[src/rtl/csa_acc_pkg.sv]
// csa_acc_pkg -- shared types and default widths for the carry-save accumulator.
//   state_t : controller states (IDLE, ACCUM, RESOLVE, DONE)
//   W_DEF   : default operand/result width
//   CW_DEF  : default operand-count field width
package csa_acc_pkg;

    typedef enum logic [1:0] {
        IDLE    = 2'd0,
        ACCUM   = 2'd1,
        RESOLVE = 2'd2,
        DONE    = 2'd3
    } state_t;

    localparam int W_DEF  = 41;
    localparam int CW_DEF = 8;

endpackage

[src/rtl/csa_cell.sv]
// csa_cell -- W-bit 3:2 compressor (one row of full adders), purely combinational.
// Ports:
//   a_i, b_i, c_i : three W-bit addends
//   sum_o         : bitwise sum vector
//   carry_o       : majority vector shifted up one bit (bit 0 is 0)
//   msb_co_o      : majority of bit W-1, which falls off the top of carry_o
module csa_cell
    import csa_acc_pkg::*;
#(
    parameter int W = W_DEF
) (
    input  logic [W-1:0] a_i,
    input  logic [W-1:0] b_i,
    input  logic [W-1:0] c_i,
    output logic [W-1:0] sum_o,
    output logic [W-1:0] carry_o,
    output logic         msb_co_o
);

    logic [W-1:0] maj;

    always_comb begin
        sum_o    = a_i ^ b_i ^ c_i;
        maj      = (a_i & b_i) | (a_i & c_i) | (b_i & c_i);
        carry_o  = {maj[W-2:0], 1'b0};
        msb_co_o = maj[W-1];
    end

endmodule

[src/rtl/csa_acc_ctrl.sv]
// csa_acc_ctrl -- accumulates a counted stream of W-bit operands in carry-save
// form (S, C) and resolves S+C with one carry-propagate add at the end.
// Optional feature: define CSA_ACC_OVF_EN to add the ovf output.
// Ports:
//   clk, rst          : clock, asynchronous active-high reset
//   start, op_cnt     : begin a job of op_cnt operands (sampled in IDLE only)
//   clear             : synchronous abort to IDLE, wins over everything else
//   op_valid/op_ready : operand stream handshake, op_data is the operand
//   res_valid/res_ready, res_data : result handshake, sum modulo 2^W
//   busy              : high outside IDLE
//   ovf               : (CSA_ACC_OVF_EN only) true sum >= 2^W, valid with res_valid
module csa_acc_ctrl
    import csa_acc_pkg::*;
#(
    parameter int W  = W_DEF,
    parameter int CW = CW_DEF
) (
    input  logic          clk,
    input  logic          rst,
    input  logic          start,
    input  logic [CW-1:0] op_cnt,
    input  logic          clear,
    input  logic          op_valid,
    input  logic [W-1:0]  op_data,
    output logic          op_ready,
    output logic          res_valid,
    input  logic          res_ready,
    output logic [W-1:0]  res_data,
    output logic          busy
`ifdef CSA_ACC_OVF_EN
    ,
    output logic          ovf
`endif
);

    state_t        state_q, state_d;
    logic [W-1:0]  s_q, s_d;
    logic [W-1:0]  c_q, c_d;
    logic [CW-1:0] cnt_q, cnt_d;
    logic [W-1:0]  res_q, res_d;

    logic [W-1:0]  cell_sum;
    logic [W-1:0]  cell_carry;

`ifdef CSA_ACC_OVF_EN
    logic          ovf_q, ovf_d;
    logic          cell_msb;
    logic [W:0]    resolve_sum;
`else
    logic          cell_msb_unused;
    logic [W-1:0]  resolve_sum;
`endif

    csa_cell #(.W(W)) u_cell (
        .a_i      (s_q),
        .b_i      (c_q),
        .c_i      (op_data),
        .sum_o    (cell_sum),
        .carry_o  (cell_carry),
`ifdef CSA_ACC_OVF_EN
        .msb_co_o (cell_msb)
`else
        .msb_co_o (cell_msb_unused)
`endif
    );

    // Final carry-propagate add; the extra bit is the overflow carry when enabled.
`ifdef CSA_ACC_OVF_EN
    assign resolve_sum = {1'b0, s_q} + {1'b0, c_q};
`else
    assign resolve_sum = s_q + c_q;
`endif

    always_comb begin
        state_d = state_q;
        s_d     = s_q;
        c_d     = c_q;
        cnt_d   = cnt_q;
        res_d   = res_q;
`ifdef CSA_ACC_OVF_EN
        ovf_d   = ovf_q;
`endif
        if (clear) begin
            state_d = IDLE;
            s_d     = '0;
            c_d     = '0;
            cnt_d   = '0;
`ifdef CSA_ACC_OVF_EN
            ovf_d   = 1'b0;
`endif
        end else begin
            unique case (state_q)
                IDLE: begin
                    if (start) begin
                        cnt_d   = op_cnt;
                        s_d     = '0;
                        c_d     = '0;
`ifdef CSA_ACC_OVF_EN
                        ovf_d   = 1'b0;
`endif
                        state_d = (op_cnt == '0) ? RESOLVE : ACCUM;
                    end
                end
                ACCUM: begin
                    // op_ready is high throughout ACCUM, so op_valid alone accepts.
                    if (op_valid) begin
                        s_d   = cell_sum;
                        c_d   = cell_carry;
                        cnt_d = cnt_q - CW'(1);
`ifdef CSA_ACC_OVF_EN
                        ovf_d = ovf_q | cell_msb;
`endif
                        if (cnt_q == CW'(1)) state_d = RESOLVE;
                    end
                end
                RESOLVE: begin
                    res_d   = resolve_sum[W-1:0];
`ifdef CSA_ACC_OVF_EN
                    ovf_d   = ovf_q | resolve_sum[W];
`endif
                    state_d = DONE;
                end
                DONE: begin
                    if (res_ready) state_d = IDLE;
                end
                default: state_d = IDLE;
            endcase
        end
    end

    always_ff @(posedge clk or posedge rst) begin
        if (rst) begin
            state_q <= IDLE;
            s_q     <= '0;
            c_q     <= '0;
            cnt_q   <= '0;
            res_q   <= '0;
`ifdef CSA_ACC_OVF_EN
            ovf_q   <= 1'b0;
`endif
        end else begin
            state_q <= state_d;
            s_q     <= s_d;
            c_q     <= c_d;
            cnt_q   <= cnt_d;
            res_q   <= res_d;
`ifdef CSA_ACC_OVF_EN
            ovf_q   <= ovf_d;
`endif
        end
    end

    assign op_ready  = (state_q == ACCUM);
    assign res_valid = (state_q == DONE);
    assign busy      = (state_q != IDLE);
    assign res_data  = res_q;
`ifdef CSA_ACC_OVF_EN
    assign ovf       = ovf_q;
`endif

endmodule

[config.mk]
export PLATFORM = sky130hd
export DESIGN_NAME = csa_acc_ctrl
export DESIGN_NICKNAME = d
export VERILOG_FILES = /design/src/rtl/csa_acc_pkg.sv /design/src/rtl/csa_cell.sv /design/src/rtl/csa_acc_ctrl.sv
export SDC_FILE = /design/constraint.sdc
export NUM_CORES = 1
export LEC_CHECK = 0
export ABC_AREA = 1
export CAP_MARGIN = 20
export CORE_ASPECT_RATIO = 0.5
export CORE_MARGIN = 1
export CORE_UTILIZATION = 50
export DETAILED_ROUTE_END_ITERATION = 16
export GPL_TIMING_DRIVEN = 1
export PLACE_DENSITY = 0.75
export SYNTH_ARGS = -nofsm -noshare
export SYNTH_HDL_FRONTEND = slang
export SYNTH_HIERARCHICAL = 1
export SYNTH_SLANG_ARGS = --single-unit
[constraint.sdc]
create_clock -name clk -period 12.95 [get_ports clk]
set_input_delay 3.885 -clock clk [delete_from_list [all_inputs] [get_ports clk]]
set_output_delay 3.885 -clock clk [all_outputs]
set_load 0.05 [all_outputs]
==> results.json, run 1 <==
{
  "via_count": 8297,
  "slew_viol_final": 0,
  "ant_nets": 0,
  "powerDensity_mw_per_mm2": 185.5,
  "p_int_mw": 1.165,
  "clockPowerShare": 0.267,
  "status": "complete, no violations",
  "gp_congestion": 0.9216,
  "clock_path_buffers": 2,
  "die_x_um": 194.0,
  "worst_pin_slew_ns": 0.8729,
  "synth_area_sq_mm": 0.009213,
  "p_comb_frac": 0.429,
  "ys_warn_count": 6,
  "tns_ns": 0,
  "viasPerCell": 5.173,
  "post_cts_buffers": 0,
  "h-tree-depth": 4,
  "cts_tree": "done",
  "worstPathCellList": "clkdlybuf4s50_1 -> nor2_1 -> a21oi_4 -> inv_2 -> buf_4 -> a21oi_1 -> a22oi_1",
  "placementRows": 34,
  "wl_per_cell_um": 14.78,
  "hold_viol": 0,
  "clk_latency_ns": 0.42,
  "crit_path_end_kind": "flip-flop",
  "start_util": 0.5206,
  "grt_use_total": 0.2695,
  "finalCritPeriodShare": 0.4682,
  "dp_hpwl_mm": 17.58,
  "cts_resized": 0,
  "antenna_found_initial": 0,
  "fp.dieH_um": 97.98,
  "nets": 1501,
  "path_max_fanout": 84,
  "io_buffers": 98,
  "netlist_instances": 1271,
  "drt_iter0_drc": 511,
  "finalPower_mw": 2.049,
  "grt-ovfl-total": 0,
  "cts_made_buffers": 17,
  "seqCellArea_sq_mm": 0.003328,
  "ys_seq_area_frac": 0.3613,
  "die_area_sq_mm": 0.01900,
  "layout-drive-gt1-share": 0.03431,
  "pin_count": 99,
  "synth_nets": 1415,
  "grt_pass1_vias": 8467,
  "fin_crit_ns": 6.063,
  "grt_pass1_wl_mm": 40.93,
  "cts_num_sinks": 133,
  "cp.required_ns": 13.28,
  "hold_path.class": "flip-flop to flip-flop",
  "wl_mm": 23.70,
  "maxCapViolCount": 0,
  "cp_slowest_cell": "buf_4",
  "dr.pass1.iters": 4,
  "synth_seq_cells": 133,
  "ir_worst_vdd_mv": 0.1342,
  "rsz0062_at_grt": "no",
  "cts_root_buffer": "clkbuf_16",
  "postSynthAreaPerCell_sq_um": 7.248,
  "multiInputGateArea_sq_mm": 0.005154,
  "diodes": 0,
  "synth.distinct_cells": 33,
  "fmax_mhz": 164.9,
  "crit_type": "primary input to flip-flop",
  "power.net_switching_mw": 0.8837,
  "drc_errors": 0,
  "skew_ns": 0.007822,
  "start_kind": "primary input",
  "area_growth_pct": 19.92,
  "setup_viol": 0,
  "critical_path_arrival_ns": 6.40,
  "hold_buffers": 0,
  "swShare": 0.4313,
  "clk_pin_slew_worst_paths_ns": 0.06,
  "fillers": 1583,
  "core_sq_mm": 0.01770,
  "seqPwrFrac": 0.305,
  "p_leak_nw": 5.987,
  "slew_headroom": 0.4181,
  "grt_max_degree": 88,
  "slowest_delay_ns": 0.69
}
==> path summary, 6_finish.rpt <==
kind	cells after the start	from	to	slack, ns
max reg2reg	8	state_q[1]	cnt_q[6]	10.10
min in group asynchronous	2	rst	s_q[22]	3.89
min	2	res_data[35]	res_data[35]	0.48
max in group asynchronous	4	rst	res_data[11]	7.87
min reg2reg	2	res_data[35]	res_data[35]	0.48
max	7	clear	cnt_q[6]	6.89
==> placed cells by master (no fill, tap or decap), types with 17 or more instances in the layout <==
master | netlist | routed
fa_1 | 42 | 42
nor2_1 | 83 | 83
clkdlybuf4s50_1 | 0 | 98
nand3_1 | 142 | 142
dfrtp_1 | 133 | 133
inv_1 | 148 | 147
a21oi_1 | 39 | 39
ha_1 | 47 | 47
clkbuf_16 | 0 | 17
o21ai_0 | 40 | 40
nand2_1 | 501 | 500
==> routing by layer <==
metal  vias to the layer above  wire (um)  share of wire  track usage
li1                       4136          -              -            -
met1                      3915      10940           0.46       0.3570
met2                       203      11250           0.47       0.4513
met3                        43       1036          0.044      0.04940
met4                         0        476          0.020      0.08669
met5                         -          0              0            0
==> Yosys cell counts <==
| library cell | n | area share |
|---|---|---|
| nand2_1 | 501 | 0.20 |
| inv_1 | 148 | 0.060 |
| nand3_1 | 142 | 0.077 |
| dfrtp_1 | 133 | 0.36 |
| nor2_1 | 83 | 0.034 |
| ha_1 | 47 | 0.064 |
| fa_1 | 42 | 0.091 |
| o21ai_0 | 40 | 0.022 |
| a21oi_1 | 39 | 0.021 |
| clkbuf_1 | 19 | 0.0077 |
| xnor2_1 | 16 | 0.015 |
| buf_2 | 10 | 0.0054 |
| nor3_1 | 7 | 0.0038 |
| buf_4 | 6 | 0.0049 |
| o21bai_1 | 5 | 0.0041 |
| o22ai_1 | 4 | 0.0027 |
| xor2_1 | 4 | 0.0038 |
| a22oi_1 | 3 | 0.0024 |
| inv_2 | 3 | 0.0012 |
| or2_2 | 3 | 0.0020 |
| a32oi_1 | 2 | 0.0019 |
| buf_1 | 2 | 0.00082 |
| nor4_1 | 2 | 0.0014 |
| a21oi_2 | 1 | 0.00095 |
| a2bb2oi_1 | 1 | 0.00095 |
| a31oi_1 | 1 | 0.00068 |
| and2_1 | 1 | 0.00068 |
| conb_1 | 1 | 0.00041 |
| nand2_4 | 1 | 0.0012 |
| nand3b_1 | 1 | 0.00082 |
| nand4_1 | 1 | 0.00068 |
| o21a_1 | 1 | 0.00082 |
| or2_1 | 1 | 0.00068 |
==> state kept, by name, indices dropped and copies added, names as in the netlist <==
register and count:
c_q 41, res_data 41, s_q 41, cnt_q 8
state_q 2
==> critical path: cells and delay by family <==
family                 cells  cell delay [ns]
and+or+nand+nor            1             0.63
buffers and inverters      3             1.36
AOI/OAI and AO/OA          3             0.47
==> per-stage QoR <==
stage / hold slack, ns / utilization / instance area, sq um / instances / setup WS, ns
floorplan: 0.4540 / - / 9213 / 1271 / 5.511
global placement: 0.4661 / 0.5855 / 10360 / 1571 / 6.582
detailed placement: 0.4666 / 0.5855 / 10360 / 1571 / 6.516
CTS: 0.4839 / 0.6227 / 11020 / 1603 / 6.934
global route: 0.5105 / 0.6243 / 11050 / 1604 / 6.758
finish: 0.4801 / 0.6243 / 11050 / 1604 / 6.887
==> power by group through the flow <==
stage / logic, mW / clock network (mW) / registers [mW]
3_3_place_gp: 0.860 / 0 / 0.626
6_report: 0.878 / 0.547 / 0.624
5_1_grt: 0.954 / 0.577 / 0.643
4_1_cts: 0.882 / 0.554 / 0.625
2_1_floorplan: 0.398 / 0 / 0.834
3_5_place_dp: 0.876 / 0 / 0.631
==> layout make-up <==
class / instances / area share
Inverter: 151 / 0.05153
Sequential cell: 133 / 0.3012
Clock inverter: 12 / 0.01823
Tap cell: 234 / 0.02650
Multi-Input combinational cell: 950 / 0.4665
Timing Repair Buffer: 104 / 0.09468
Clock buffer: 20 / 0.04134
==> logic make-up (layout without fill, tap and decap cells) <==
logic type      Yosys count  in the layout  share of synthesized area
fa+ha+maj                89             89                     0.1551
buf+inv                 188            287                    0.08040
xor+xnor                 20             20                    0.01901
simple gates            743            743                     0.3264
flops                   133            133                     0.3613
compound gates           97             97                    0.05745
other cells               1              1                  0.0004071
No activity file was read; power rests on OpenSTA's default activity.
==> inputs of run 2 (changes only) <==
--- a/config.mk
+++ b/config.mk
@@ -12,7 +12,7 @@
 export CORE_UTILIZATION = 50
 export DETAILED_ROUTE_END_ITERATION = 16
 export GPL_TIMING_DRIVEN = 1
-export PLACE_DENSITY = 0.75
+export PLACE_DENSITY = 0.78
 export SYNTH_ARGS = -nofsm -noshare
 export SYNTH_HDL_FRONTEND = slang
 export SYNTH_HIERARCHICAL = 1
==> constraint.sdc (replaced) <==
create_clock -name clk -period 5.55 [get_ports clk]
set_input_delay 1.665 -clock clk [delete_from_list [all_inputs] [get_ports clk]]
set_output_delay 1.665 -clock clk [all_outputs]
set_load 0.05 [all_outputs]
==> run 2 against run 1 <==
  * Sequential cell count is the same
  * Sequential power is 130% higher
  * Via count is 1.8% higher
  * Final area shrank 0.26%
  * Clock power grew 130%
  * Highest routed layer unchanged
  * Clock-buffer cell count stayed put
==> results.json, run 2 (synthesized netlist as in run 1, its figures left out) <==
{
  "nets": 1503,
  "postLayoutCellArea_sq_mm": 0.01102,
  "cts_root_buffer": "clkbuf_16",
  "die_x_um": 194.0,
  "layout-drive-gt1-share": 0.03571,
  "slew_headroom": 0.3355,
  "placementRows": 34,
  "grt_max_degree": 88,
  "wl_per_cell_um": 15.15,
  "diodes": 0,
  "critical_path_arrival_ns": 2.09,
  "die_area_sq_mm": 0.01900,
  "pin_count": 99,
  "start_util": 0.5206,
  "cts_resized": 0,
  "viasPerCell": 5.260,
  "final_common_cell": "nand2_1",
  "worst_pin_slew_ns": 0.9953,
  "grt_use_total": 0.2699,
  "post_cts_buffers": 0,
  "grt_pass1_wl_mm": 41.05,
  "drc_errors": 0,
  "clock_path_buffers": 2,
  "crit_type": "flip-flop to primary output",
  "cts_tree": "done",
  "dr.pass1.iters": 6,
  "via_count": 8448,
  "cp.required_ns": 3.88,
  "skew_ns": 0.01468,
  "clk_latency_ns": 0.43,
  "io_buffers": 98,
  "p_leak_nw": 5.971,
  "rsz0062_at_grt": "no",
  "slew_viol_final": 0,
  "h-tree-depth": 4,
  "fmax_mhz": 266.6,
  "start_kind": "flip-flop",
  "dp_hpwl_mm": 18.08,
  "status": "complete, no violations",
  "fin_util": 0.6227,
  "finalCritPeriodShare": 0.6759,
  "place_area_sq_mm": 0.01039,
  "drt_iter0_drc": 581,
  "ant_nets": 0,
  "fin_crit_ns": 3.751,
  "maxCapViolCount": 0,
  "grt_pass1_vias": 8486,
  "final_cell_mix": "nand2_1, inv_1, nand3_1",
  "area_growth_pct": 19.61,
  "hold_viol": 0,
  "hold_buffers": 0,
  "cts_made_buffers": 17,
  "path_max_fanout": 4,
  "fp.dieH_um": 97.98,
  "hold_path.class": "flip-flop to flip-flop",
  "ir_worst_vdd_mv": 0.2726,
  "clk_pin_slew_worst_paths_ns": 0.06,
  "antenna_found_initial": 0,
  "setup_viol": 0,
  "gp_congestion": 0.9581,
  "wl_mm": 24.33,
  "tns_ns": 0,
  "powerDensity_mw_per_mm2": 431.4,
  "grt-ovfl-total": 0,
  "core_sq_mm": 0.01770,
  "cts_num_sinks": 133,
  "crit_path_end_kind": "primary output"
}
[run 2: per-stage QoR]
step                setup WS, ns  cells  total power, mW  hold WS [ns]
floorplan                 0.3306   1271            2.875        0.4540
global placement           1.574   1574            3.467        0.4660
finish                     1.799   1606            4.754        0.4777
CTS                        1.808   1606            4.777        0.4854
global route               1.659   1606            5.020        0.5101
detailed placement         1.449   1574            3.538        0.4702
[run 2: worst max-delay path, cell delays in order, from the launching register on]
cell             delay [ns]
dfrtp_1                0.41
inv_1                  0.13
ha_1                   0.27
clkdlybuf4s50_1        0.84
[run 2: metal layers]
| metal | GRT usage | wire (um) | vias to the layer above |
|---|---|---|---|
| met1 | 0.3486 | 10780 | 4019 |
| met5 | 0 | 0 | - |
| met2 | 0.4604 | 11710 | 242 |
| met3 | 0.04387 | 1340 | 36 |
| li1 | - | - | 4151 |
| met4 | 0.1013 | 505 | 0 |
[run 2: path summary, 6_finish.rpt]
kind	startpoint	to	slack [ns]	depth (start not counted)
max reg2reg	state_q[1]	s_q[12]	2.81	8
max	state_q[1]	op_ready	1.80	3
min in group asynchronous	rst	s_q[26]	1.71	2
max in group asynchronous	rst	c_q[12]	2.92	3
min	res_data[35]	res_data[35]	0.48	2
min reg2reg	res_data[35]	res_data[35]	0.48	2
[run 2: where the power goes]
group,total (mW),internal [mW],switching [mW]
Sequential,1.46,1.24,0.224
Clock,1.24,0.775,0.460
Combinational,2.06,0.662,1.39
[run 2: final cells by class]
cell class / instances / area [sq um]
repair buffers: 106 / 1041
inverters: 151 / 569.3
clock inverters: 12 / 177.7
well taps: 234 / 292.8
multi-input cells: 950 / 5154
fillers: 1571 / 6678
clock buffers: 20 / 456.7
flip-flops and latches: 133 / 3328
==> inputs of run 3 (changes only) <==
==> constraint.sdc (replaced) <==
create_clock -name clk -period 3.1 [get_ports clk]
set_input_delay 0.93 -clock clk [delete_from_list [all_inputs] [get_ports clk]]
set_output_delay 0.93 -clock clk [all_outputs]
set_load 0.05 [all_outputs]
==> run 3 against run 2 <==
  * First-iteration DRC count decreased by 23%
  * Wire length decreased by 1.6%
  * Cell count increased by 0.12%
  * Sequential power increased by 79%
  * Critical endpoint is now busy
  * Largest cell class unchanged
  * Largest power group unchanged
==> results.json, run 3 (synthesized netlist as in run 1, its figures left out) <==
{
  "slew_viol_final": 0,
  "placementRows": 34,
  "start_util": 0.5206,
  "die_area_sq_mm": 0.01900,
  "clockPowerShare": 0.266,
  "skew_ns": 0.008354,
  "fin_ws_ns": 0.08427,
  "drt_iter0_drc": 445,
  "cts_root_buffer": "clkbuf_16",
  "crit_path_end_kind": "primary output",
  "grt-ovfl-total": 0,
  "cp_slowest_cell": "clkdlybuf4s50_1",
  "gp_congestion": 0.9100,
  "diodes": 0,
  "hold_viol": 0,
  "dp_hpwl_mm": 17.82,
  "pre_cts_ws_ns": 0.2935,
  "final_common_cell": "nand2_1",
  "maxCapViolCount": 0,
  "cts_resized": 0,
  "core_sq_mm": 0.01770,
  "dr.pass1.iters": 9,
  "ant_nets": 0,
  "hold_end": "res_data[23]",
  "nets": 1505,
  "drc_errors": 0,
  "grt_pass1_wl_mm": 40.94,
  "hp-start": "res_data[23]",
  "cp.required_ns": 2.17,
  "seqPwrFrac": 0.303,
  "clk_latency_ns": 0.43,
  "r2r-end": "res_data[24]",
  "grt_pass1_vias": 8451,
  "final_cell_mix": "nand2_1, inv_1, nand3_1",
  "swShare": 0.4301,
  "clk_pin_slew_worst_paths_ns": 0.06,
  "die_x_um": 194.0,
  "hold_path.class": "flip-flop to flip-flop",
  "critical_path_arrival_ns": 2.09,
  "wl_per_cell_um": 14.88,
  "antenna_found_initial": 0,
  "hold_path_depth": 2,
  "finalPower_mw": 8.641,
  "start_kind": "flip-flop",
  "layout-drive-gt1-share": 0.03712,
  "post_cts_buffers": 0,
  "via_count": 8424,
  "fin_cells": 1608,
  "setup_viol": 0,
  "wl_mm": 23.94,
  "area_growth_pct": 20.86,
  "crit_type": "flip-flop to primary output",
  "pin_count": 99,
  "worst_pin_slew_ns": 0.5378,
  "fin_crit_ns": 3.016,
  "r2r_start": "s_q[0]",
  "grt_use_total": 0.2699,
  "fp.dieH_um": 97.98,
  "io_buffers": 98,
  "cts_made_buffers": 17,
  "ir_worst_vdd_mv": 0.4345,
  "p_leak_nw": 6.021,
  "rsz0062_at_grt": "no",
  "hold_ws_ns": 0.4784,
  "cts_num_sinks": 133,
  "worstPathCellList": "inv_1 -> ha_1 -> inv_1 -> clkdlybuf4s50_1",
  "fmax_mhz": 331.6,
  "viasPerCell": 5.239,
  "finalCritPeriodShare": 0.9728,
  "grt_max_degree": 88,
  "powerDensity_mw_per_mm2": 776.0,
  "cpMostUsedCell": "inv_1",
  "hold_buffers": 0,
  "numPlacedInstances": 1576,
  "power.net_switching_mw": 3.716,
  "status": "complete, no violations",
  "slew_headroom": 0.6415,
  "tns_ns": 0,
  "clock_path_buffers": 2,
  "slowest_delay_ns": 0.82,
  "cts_tree": "done",
  "ff2ff_path_depth": 11,
  "p_int_mw": 4.924,
  "h-tree-depth": 4,
  "path_max_fanout": 4,
  "p_comb_frac": 0.431,
  "r2r_slack_ns": 0.62
}
-- run 3: cell count changes in the layout (fill, tap and decap cells not counted) --
cell,previous run,this run
inv_4,1,0
clkinvlp_4,4,3
clkinv_4,2,3
bufinv_16,4,5
buf_12,0,6
buf_4,8,4
-- run 3: metrics by stage --
step,cell area (sq um),util
finish,11130,0.6292
detailed placement,10480,0.5920
global route,11130,0.6292
CTS,11130,0.6292
global placement,10480,0.5920
floorplan,9216,-
-- run 3: worst max-delay path: cells and delay by family, from the launching register on --
family / cells / cell delay, ns
flip-flops: 1 / 0.38
buffers and inverters: 3 / 1.06
adder cells (fa/ha/maj): 1 / 0.23
-- run 3: power groups by stage --
stage	Combinational, mW	Sequential (mW)	Clock (mW)
floorplan	1.66	3.48	0
CTS	3.75	2.62	2.32
finish	3.73	2.62	2.30
global placement	3.65	2.62	0
detailed placement	3.72	2.64	0
global route	4.05	2.70	2.39
-- run 3: routing by layer --
layer / share of wire / global-route usage
met1: 0.45 / 0.3593
met2: 0.48 / 0.4602
met3: 0.049 / 0.04007
met4: 0.019 / 0.07998
met5: 0 / 0
-- run 3: worst max-delay path by stage --
| stage | startpoint | to | slack [ns] | cells after the start |
|---|---|---|---|---|
| floorplan | rst | c_q[0] | 0.52 | 1 |
| global placement | clear | cnt_q[7] | 0.32 | 10 |
| detailed placement | clear | cnt_q[7] | 0.29 | 10 |
| CTS | state_q[0] | busy | 0.08 | 4 |
| global route | state_q[0] | busy | 0.01 | 4 |
| finish | state_q[0] | busy | 0.08 | 4 |
-- run 3: layout make-up --
class	instances	area [sq um]
Fill cell	1570	6563
Multi-Input combinational cell	950	5154
Sequential cell	133	3328
Timing Repair Buffer	108	1131
Inverter	151	570.5
Clock buffer	20	456.7
Tap cell	234	292.8
Clock inverter	12	201.4
